$ cat src/rtl/debug_host_ctrl_if.sv
`default_nettype none
// ============================================================================
// Module   : debug_host_ctrl_if
// Brief    : Command/response byte streams plus the subsystem debug bus.
// Revision : 1.0
// ============================================================================
interface debug_host_ctrl_if #(
  parameter int DATA_W         = 8,
  parameter int INST_W         = 16,
  parameter int D_ADDR_W       = 12,
  parameter int I_ADDR_W       = 12,
  parameter int REG_ADDR_WIDTH = 4
) ();
  logic                      cmd_valid;
  logic [DATA_W-1:0]         cmd_data;
  logic                      cmd_ready;
  logic                      rsp_valid;
  logic [DATA_W-1:0]         rsp_data;
  logic                      rsp_ready;
  logic                      busy;
  logic                      debug_enable;
  logic [REG_ADDR_WIDTH-1:0] reg_debug_addr;
  logic [D_ADDR_W-1:0]       dmem_debug_addr;
  logic [I_ADDR_W-1:0]       imem_debug_addr;
  logic [DATA_W-1:0]         reg_debug_rdata;
  logic [DATA_W-1:0]         dmem_debug_rdata;
  logic [INST_W-1:0]         imem_debug_rdata;

  modport slave (
    input  cmd_valid, cmd_data, rsp_ready,
    input  reg_debug_rdata, dmem_debug_rdata, imem_debug_rdata,
    output cmd_ready, rsp_valid, rsp_data, busy, debug_enable,
    output reg_debug_addr, dmem_debug_addr, imem_debug_addr
  );

  modport master (
    output cmd_valid, cmd_data, rsp_ready,
    output reg_debug_rdata, dmem_debug_rdata, imem_debug_rdata,
    input  cmd_ready, rsp_valid, rsp_data, busy, debug_enable,
    input  reg_debug_addr, dmem_debug_addr, imem_debug_addr
  );
endinterface
`default_nettype wire

$ cat src/rtl/debug_host_ctrl.sv
`default_nettype none
// ============================================================================
// Module   : debug_host_ctrl
// Brief    : Byte-stream debug initiator for the turtle_cpu_subsystem debug port.
// Revision : 1.0
// ============================================================================
module debug_host_ctrl #(
  parameter int DATA_W         = 8,
  parameter int INST_W         = 16,
  parameter int D_ADDR_W       = 12,
  parameter int I_ADDR_W       = 12,
  parameter int REG_ADDR_WIDTH = 4,
  parameter int READ_LATENCY   = 1
) (
  input  logic              clk,
  input  logic              reset_n,
  debug_host_ctrl_if.slave  bus
);

  typedef enum logic [2:0] {
    S_IDLE    = 3'd0,
    S_ADDR_HI = 3'd1,
    S_ADDR_LO = 3'd2,
    S_WAIT    = 3'd3,
    S_RSP_HI  = 3'd4,
    S_RSP_LO  = 3'd5
  } state_t;

  typedef enum logic [1:0] {
    K_REG  = 2'd0,
    K_DMEM = 2'd1,
    K_IMEM = 2'd2,
    K_CTRL = 2'd3
  } kind_t;

  localparam logic [2:0]        c_LAT      = 3'(READ_LATENCY);
  localparam logic [DATA_W-1:0] c_CTRL_ACK = 8'hA5;

  state_t                    r_state,     w_state_nxt;
  kind_t                     r_kind,      w_kind_nxt;
  logic [7:0]                r_addr_hi,   w_addr_hi_nxt;
  logic [2:0]                r_cnt,       w_cnt_nxt;
  logic                      r_sampled,   w_sampled_nxt;
  logic [INST_W-1:0]         r_cap,       w_cap_nxt;
  logic                      r_rsp_valid, w_rsp_valid_nxt;
  logic [DATA_W-1:0]         r_rsp_data,  w_rsp_data_nxt;
  logic                      r_dbg_en,    w_dbg_en_nxt;
  logic [REG_ADDR_WIDTH-1:0] r_reg_addr,  w_reg_addr_nxt;
  logic [D_ADDR_W-1:0]       r_dmem_addr, w_dmem_addr_nxt;
  logic [I_ADDR_W-1:0]       r_imem_addr, w_imem_addr_nxt;

  logic w_cmd_ready;
  logic w_cmd_fire;
  logic w_rsp_fire;

  assign w_cmd_ready = (r_state == S_IDLE) || (r_state == S_ADDR_HI) || (r_state == S_ADDR_LO);
  assign w_cmd_fire  = bus.cmd_valid && w_cmd_ready;
  assign w_rsp_fire  = r_rsp_valid && bus.rsp_ready;

  always_ff @(posedge clk or negedge reset_n) begin
    if (!reset_n) begin
      r_state     <= S_IDLE;
      r_kind      <= K_REG;
      r_addr_hi   <= '0;
      r_cnt       <= '0;
      r_sampled   <= 1'b0;
      r_cap       <= '0;
      r_rsp_valid <= 1'b0;
      r_rsp_data  <= '0;
      r_dbg_en    <= 1'b0;
      r_reg_addr  <= '0;
      r_dmem_addr <= '0;
      r_imem_addr <= '0;
    end else begin
      r_state     <= w_state_nxt;
      r_kind      <= w_kind_nxt;
      r_addr_hi   <= w_addr_hi_nxt;
      r_cnt       <= w_cnt_nxt;
      r_sampled   <= w_sampled_nxt;
      r_cap       <= w_cap_nxt;
      r_rsp_valid <= w_rsp_valid_nxt;
      r_rsp_data  <= w_rsp_data_nxt;
      r_dbg_en    <= w_dbg_en_nxt;
      r_reg_addr  <= w_reg_addr_nxt;
      r_dmem_addr <= w_dmem_addr_nxt;
      r_imem_addr <= w_imem_addr_nxt;
    end
  end

  always_comb begin
    w_state_nxt     = r_state;
    w_kind_nxt      = r_kind;
    w_addr_hi_nxt   = r_addr_hi;
    w_cnt_nxt       = r_cnt;
    w_sampled_nxt   = r_sampled;
    w_cap_nxt       = r_cap;
    w_rsp_valid_nxt = r_rsp_valid;
    w_rsp_data_nxt  = r_rsp_data;
    w_dbg_en_nxt    = r_dbg_en;
    w_reg_addr_nxt  = r_reg_addr;
    w_dmem_addr_nxt = r_dmem_addr;
    w_imem_addr_nxt = r_imem_addr;

    case (r_state)
      S_IDLE: begin
        if (w_cmd_fire) begin
          w_kind_nxt = kind_t'(bus.cmd_data[7:6]);
          case (kind_t'(bus.cmd_data[7:6]))
            K_REG:          w_state_nxt = S_ADDR_LO;
            K_DMEM, K_IMEM: w_state_nxt = S_ADDR_HI;
            default: begin
              w_dbg_en_nxt    = bus.cmd_data[0];
              w_rsp_data_nxt  = c_CTRL_ACK;
              w_rsp_valid_nxt = 1'b1;
              w_state_nxt     = S_RSP_LO;
            end
          endcase
        end
      end

      S_ADDR_HI: begin
        if (w_cmd_fire) begin
          w_addr_hi_nxt = bus.cmd_data;
          w_state_nxt   = S_ADDR_LO;
        end
      end

      S_ADDR_LO: begin
        if (w_cmd_fire) begin
          // Truncating casts drop the excess high-byte bits for narrow memories.
          case (r_kind)
            K_REG:   w_reg_addr_nxt  = bus.cmd_data[REG_ADDR_WIDTH-1:0];
            K_DMEM:  w_dmem_addr_nxt = D_ADDR_W'({r_addr_hi, bus.cmd_data});
            K_IMEM:  w_imem_addr_nxt = I_ADDR_W'({r_addr_hi, bus.cmd_data});
            default: ;
          endcase
          w_cnt_nxt     = c_LAT;
          w_sampled_nxt = 1'b0;
          w_state_nxt   = S_WAIT;
        end
      end

      S_WAIT: begin
        // rdata is registered when the count hits zero; the response byte is
        // launched from that capture on the following cycle.
        if (!r_sampled) begin
          if (r_cnt == 3'd0) begin
            w_sampled_nxt = 1'b1;
            case (r_kind)
              K_IMEM:  w_cap_nxt = bus.imem_debug_rdata;
              K_DMEM:  w_cap_nxt = INST_W'(bus.dmem_debug_rdata);
              default: w_cap_nxt = INST_W'(bus.reg_debug_rdata);
            endcase
          end else begin
            w_cnt_nxt = r_cnt - 3'd1;
          end
        end else begin
          w_rsp_valid_nxt = 1'b1;
          if (r_kind == K_IMEM) begin
            w_rsp_data_nxt = r_cap[15:8];
            w_state_nxt    = S_RSP_HI;
          end else begin
            w_rsp_data_nxt = r_cap[7:0];
            w_state_nxt    = S_RSP_LO;
          end
        end
      end

      S_RSP_HI: begin
        if (w_rsp_fire) begin
          w_rsp_data_nxt = r_cap[7:0];
          w_state_nxt    = S_RSP_LO;
        end
      end

      S_RSP_LO: begin
        if (w_rsp_fire) begin
          w_rsp_valid_nxt = 1'b0;
          w_state_nxt     = S_IDLE;
        end
      end

      default: w_state_nxt = S_IDLE;
    endcase
  end

  assign bus.cmd_ready       = w_cmd_ready;
  assign bus.rsp_valid       = r_rsp_valid;
  assign bus.rsp_data        = r_rsp_data;
  assign bus.busy            = (r_state != S_IDLE);
  assign bus.debug_enable    = r_dbg_en;
  assign bus.reg_debug_addr  = r_reg_addr;
  assign bus.dmem_debug_addr = r_dmem_addr;
  assign bus.imem_debug_addr = r_imem_addr;

endmodule
`default_nettype wire

$ cat src/flat_wrapper.sv
// flat-port wrapper written by rule: the top's interface ports become plain ports
module debug_host_ctrl_flat 
#(
  parameter int DATA_W         = 8,
  parameter int INST_W         = 16,
  parameter int D_ADDR_W       = 12,
  parameter int I_ADDR_W       = 12,
  parameter int REG_ADDR_WIDTH = 4,
  parameter int READ_LATENCY   = 1
)
  (clk, reset_n, bus_cmd_valid, bus_cmd_data, bus_rsp_ready, bus_reg_debug_rdata, bus_dmem_debug_rdata, bus_imem_debug_rdata, bus_cmd_ready, bus_rsp_valid, bus_rsp_data, bus_busy, bus_debug_enable, bus_reg_debug_addr, bus_dmem_debug_addr, bus_imem_debug_addr);
  debug_host_ctrl_if #(.DATA_W(DATA_W), .INST_W(INST_W), .D_ADDR_W(D_ADDR_W), .I_ADDR_W(I_ADDR_W), .REG_ADDR_WIDTH(REG_ADDR_WIDTH)) bus_i ();
  input  logic clk;
  input  logic reset_n;
  input wire logic [$bits(bus_i.cmd_valid)-1:0] bus_cmd_valid;
  input wire logic [$bits(bus_i.cmd_data)-1:0] bus_cmd_data;
  input wire logic [$bits(bus_i.rsp_ready)-1:0] bus_rsp_ready;
  input wire logic [$bits(bus_i.reg_debug_rdata)-1:0] bus_reg_debug_rdata;
  input wire logic [$bits(bus_i.dmem_debug_rdata)-1:0] bus_dmem_debug_rdata;
  input wire logic [$bits(bus_i.imem_debug_rdata)-1:0] bus_imem_debug_rdata;
  output wire logic [$bits(bus_i.cmd_ready)-1:0] bus_cmd_ready;
  output wire logic [$bits(bus_i.rsp_valid)-1:0] bus_rsp_valid;
  output wire logic [$bits(bus_i.rsp_data)-1:0] bus_rsp_data;
  output wire logic [$bits(bus_i.busy)-1:0] bus_busy;
  output wire logic [$bits(bus_i.debug_enable)-1:0] bus_debug_enable;
  output wire logic [$bits(bus_i.reg_debug_addr)-1:0] bus_reg_debug_addr;
  output wire logic [$bits(bus_i.dmem_debug_addr)-1:0] bus_dmem_debug_addr;
  output wire logic [$bits(bus_i.imem_debug_addr)-1:0] bus_imem_debug_addr;
  assign bus_i.cmd_valid = bus_cmd_valid;
  assign bus_i.cmd_data = bus_cmd_data;
  assign bus_i.rsp_ready = bus_rsp_ready;
  assign bus_i.reg_debug_rdata = bus_reg_debug_rdata;
  assign bus_i.dmem_debug_rdata = bus_dmem_debug_rdata;
  assign bus_i.imem_debug_rdata = bus_imem_debug_rdata;
  assign bus_cmd_ready = bus_i.cmd_ready;
  assign bus_rsp_valid = bus_i.rsp_valid;
  assign bus_rsp_data = bus_i.rsp_data;
  assign bus_busy = bus_i.busy;
  assign bus_debug_enable = bus_i.debug_enable;
  assign bus_reg_debug_addr = bus_i.reg_debug_addr;
  assign bus_dmem_debug_addr = bus_i.dmem_debug_addr;
  assign bus_imem_debug_addr = bus_i.imem_debug_addr;
  debug_host_ctrl #(.DATA_W(DATA_W), .INST_W(INST_W), .D_ADDR_W(D_ADDR_W), .I_ADDR_W(I_ADDR_W), .REG_ADDR_WIDTH(REG_ADDR_WIDTH), .READ_LATENCY(READ_LATENCY)) u_core (.clk(clk), .reset_n(reset_n), .bus(bus_i));
endmodule
$ cat config.mk
export PLATFORM = sky130hd
export DESIGN_NAME = debug_host_ctrl_flat
export DESIGN_NICKNAME = d
export VERILOG_FILES = /design/src/rtl/debug_host_ctrl_if.sv /design/src/rtl/debug_host_ctrl.sv /design/src/flat_wrapper.sv
export SDC_FILE = /design/constraint.sdc
export NUM_CORES = 1
export LEC_CHECK = 0
export BUFFER_PORTS_ARGS = -buffer_cell sky130_fd_sc_hd__buf_2
export CAP_MARGIN = 20
export CORE_ASPECT_RATIO = 2
export CORE_MARGIN = 2
export CORE_UTILIZATION = 35
export CTS_CLUSTER_SIZE = 16
export DETAILED_ROUTE_END_ITERATION = 16
export SLEW_MARGIN = 20
export SYNTH_ARGS = -nofsm -noshare
export SYNTH_HDL_FRONTEND = slang
export SYNTH_SLANG_ARGS = --single-unit
$ cat constraint.sdc
create_clock -name clk -period 3.2 [get_ports clk]
set_input_delay 0.64 -clock clk [delete_from_list [all_inputs] [get_ports clk]]
set_output_delay 0.64 -clock clk [all_outputs]
set_load 0.05 [all_outputs]
==> flow_metrics.env <==
export IMPL_crit_buf_inv=1
export IMPL_fill_cells=861
export IMPL_synth_top_area_share=0.5356
export IMPL_whs_endpoint="u_core.r_cap[9]$_DFFE_PN0P_"
export IMPL_switching_power_uw=2119
export IMPL_critPathTopFamily="flip-flops"
export IMPL_comb_power_share=0.482
export IMPL_min_period_over_period=0.6817
export IMPL_drt_wirelength_per_cell_um=14.94
export IMPL_dieArea_sq_um=9763
export IMPL_grt_pass1_wl_mm=11.59
export IMPL_yosysMostFrequentCell="dfrtp_1"
export IMPL_dr_pass1_iters=4
export IMPL_drt_wl_total_mm=6.919
export IMPL_peakVddDrop_mv=0.4077
export IMPL_slew_headroom=0.4313
export IMPL_setup_viol=0
export IMPL_post_cts_setup_buffers=0
export IMPL_gp_congestion=0.7439
export IMPL_ant_nets=0
export IMPL_clkLatencyLatePin_ps=320
export IMPL_syn_cell_area_sq_um=3131
export IMPL_r2r_start="u_core.r_state[2]$_DFFE_PN0P_"
export IMPL_slowest_delay_ps=560
export IMPL_die_w_um=70.88
export IMPL_grt_pass1_vias=2368
export IMPL_cts_buffers=9
export IMPL_ios=84
export IMPL_synthTopCellsByCount="dfrtp_1, nand2_1, mux2_2, o21ai_0, nand3_1"
export IMPL_tightestPinTransition_ps=853.0
export IMPL_clockBufferDepth=2
export IMPL_antenna_found_initial=0
export IMPL_yosysUniqueCellTypes=37
export IMPL_syn_to_final_growth_pct=23.74
export IMPL_drive_gt1_frac=0.3994
export IMPL_synth_nets=330
export IMPL_fmax_ghz=0.4584
export IMPL_status="complete, no violations"
export IMPL_yosys_top_cells_area="dfrtp_1, mux2_2, o21ai_0"
export IMPL_post_cts_resize_count=0
export IMPL_final_util=0.4479
export IMPL_place_inst=448
export IMPL_clockPowerShare=0.193
export IMPL_viasPerCell=4.996
export IMPL_rsz0062_at_grt="no"
export IMPL_fin_setup_tns_ps=0
export IMPL_htree_levels=3
export IMPL_synth_edff_count=0
export IMPL_setup_ws_ps=1019
export IMPL_ys_warn_count=0
export IMPL_min_path_type="register to register"
export IMPL_syn_avg_cell_area_sq_um=11.14
export IMPL_p_sw_frac=0.4527
export IMPL_arrival_ps=1540
export IMPL_fin_crit_ps=2181
export IMPL_final_seq_area_sq_um=1677
export IMPL_final_cells=463
export IMPL_cp_data_required_time_ps=2560
export IMPL_crit_path_end_kind="output port"
export IMPL_drcViolationCount=0
export IMPL_port_buffers=83
export IMPL_num_vias=2313
export IMPL_worstSetupPathType="register to output port"
export IMPL_root_buffer="clkbuf_16"
export IMPL_initial_core_util=0.3620
export IMPL_antennaDiodeCount=0
export IMPL_grt_max_degree=68
export IMPL_drt_iter0_drc=65
export IMPL_pwr_share_seq=0.325
export IMPL_crit_path_start_kind="register"
export IMPL_synth_ff_type="dfrtp_1"
export IMPL_worst_r2r_cell_count=4
export IMPL_reg2reg_to="u_core.bus.dmem_debug_addr[11]$_DFFE_PN0P_"
export IMPL_nets=408
export IMPL_core_sq_um=8648
export IMPL_syn_inst=281
export IMPL_internal_power_uw=2562
export IMPL_drv_cap=0
export IMPL_synth_area_leader_cell="dfrtp_1"
export IMPL_ys_seq_area_frac=0.5356
export IMPL_track_usage=0.1557
export IMPL_hold_buffers=0
export IMPL_clock_skew_ps=4.251
export IMPL_hold_viol=0
export IMPL_slew_violations=0
export IMPL_power_leakage_uw=0.001846
export IMPL_cp_cell_sequence="or3_1 > buf_2"
export IMPL_multiInputGateArea_sq_um=1339
export IMPL_ys_ff_latch=67
export IMPL_die_y_um=137.8
export IMPL_dpl_hpwl_mm=5.109
export IMPL_clkTransAtPathRegs_ps=50
export IMPL_dp_slack_ps=1110
export IMPL_slowest_stage="dfrtp_1"
export IMPL_crit_path_max_fanout=16
export IMPL_rows=48
export IMPL_cts_tree="built"
export IMPL_rrSetupSlack_ps=1150
export IMPL_async_flop_share=1.000
export IMPL_cellPowerDensity_nw_per_um2=1208
export IMPL_grt_overflow=0
export IMPL_hp_start="u_core.r_cap[9]$_DFFE_PN0P_"
export IMPL_cts_sinks=67
export IMPL_whs_path_depth=2
-- registers in the layout (all words and copies together), names as in the netlist --
register                    count
u_core.r_cap                   16
u_core.bus.dmem_debug_addr     12
u_core.bus.imem_debug_addr     12
u_core.bus.rsp_data             8
u_core.bus.reg_debug_addr       4
u_core.r_addr_hi                4
u_core.r_cnt                    3
u_core.r_state                  3
u_core.r_kind                   2
u_core.bus.debug_enable         1
u_core.bus.rsp_valid            1
u_core.r_sampled                1
-- power groups by stage --
stage               clock network [uW]  logic (uW)  registers, uW
floorplan                            0        1140           2150
global route                       977        2460           1590
CTS                                935        2290           1530
detailed placement                   0        2290           1540
global placement                     0        2240           1520
finish                             905        2250           1520
-- placed cells by master (no fill, tap or decap), types with 5 or more instances in the layout --
cell type	synthesis	final
inv_1	6	6
clkbuf_16	0	9
nor2_1	7	7
mux2i_1	8	8
dfrtp_1	67	67
a22oi_1	8	8
ha_1	5	5
nand2_1	43	43
mux2_2	42	42
a21oi_1	5	5
buf_2	6	83
a2bb2oi_1	5	5
o21ai_0	34	34
nand3_1	9	9
-- logic make-up (layout without fill, tap and decap cells) --
kind of cell    count (synthesis)  in the layout  synth area share
fa+ha+maj                       5              5           0.01998
buf+inv                        24            106           0.03677
compound gates                 60             60            0.1183
mux                            50             50            0.1767
simple gates                   75             75            0.1127
flops                          67             67            0.5356
-- per-stage QoR --
step                power (uW)  hold slack, ps  cell area (sq um)
finish                    4681           473.6               3874
detailed placement        3828           471.3               3593
global route              5024           503.4               3874
CTS                       4756           482.8               3874
global placement          3767           465.3               3593
floorplan                 3290           344.4               3131
-- cell type report --
cell class / count / area share
multi-input cells: 190 / 0.3456
clock buffers: 13 / 0.06977
flip-flops and latches: 67 / 0.4328
well taps: 100 / 0.03230
inverters: 6 / 0.005814
clock inverters: 2 / 0.002584
repair buffers: 85 / 0.1111
-- tightest hold or removal path, cell delays in order (launching register included) --
cell	delay (ps)
dfrtp_1	340
nand2_1	50
o21ai_0	60
-- worst max-delay path by stage --
stage	start	end	slack [ps]	cells past startpoint
2_1_floorplan	u_core.r_state[0]$_DFFE_PN0P_	u_core.bus.rsp_data[0]$_DFFE_PN0P_	1290	5
3_3_place_gp	bus_cmd_valid	u_core.bus.dmem_debug_addr[11]$_DFFE_PN0P_	1120	5
3_5_place_dp	bus_cmd_valid	u_core.bus.dmem_debug_addr[5]$_DFFE_PN0P_	1110	5
6_report	u_core.r_state[2]$_DFFE_PN0P_	bus_busy	1020	2
4_1_cts	u_core.r_state[0]$_DFFE_PN0P_	bus_cmd_ready	990	2
5_1_grt	u_core.r_state[0]$_DFFE_PN0P_	bus_cmd_ready	890	2
-- per-layer routing --
layer,wire length [um],up-vias,global-route usage
li1,-,1155,-
met1,2700,1087,0.1652
met2,3772,59,0.2830
met3,279,12,0.03511
met4,167,0,0.07966
met5,0,-,0
Power figures use the tool's default switching activity.
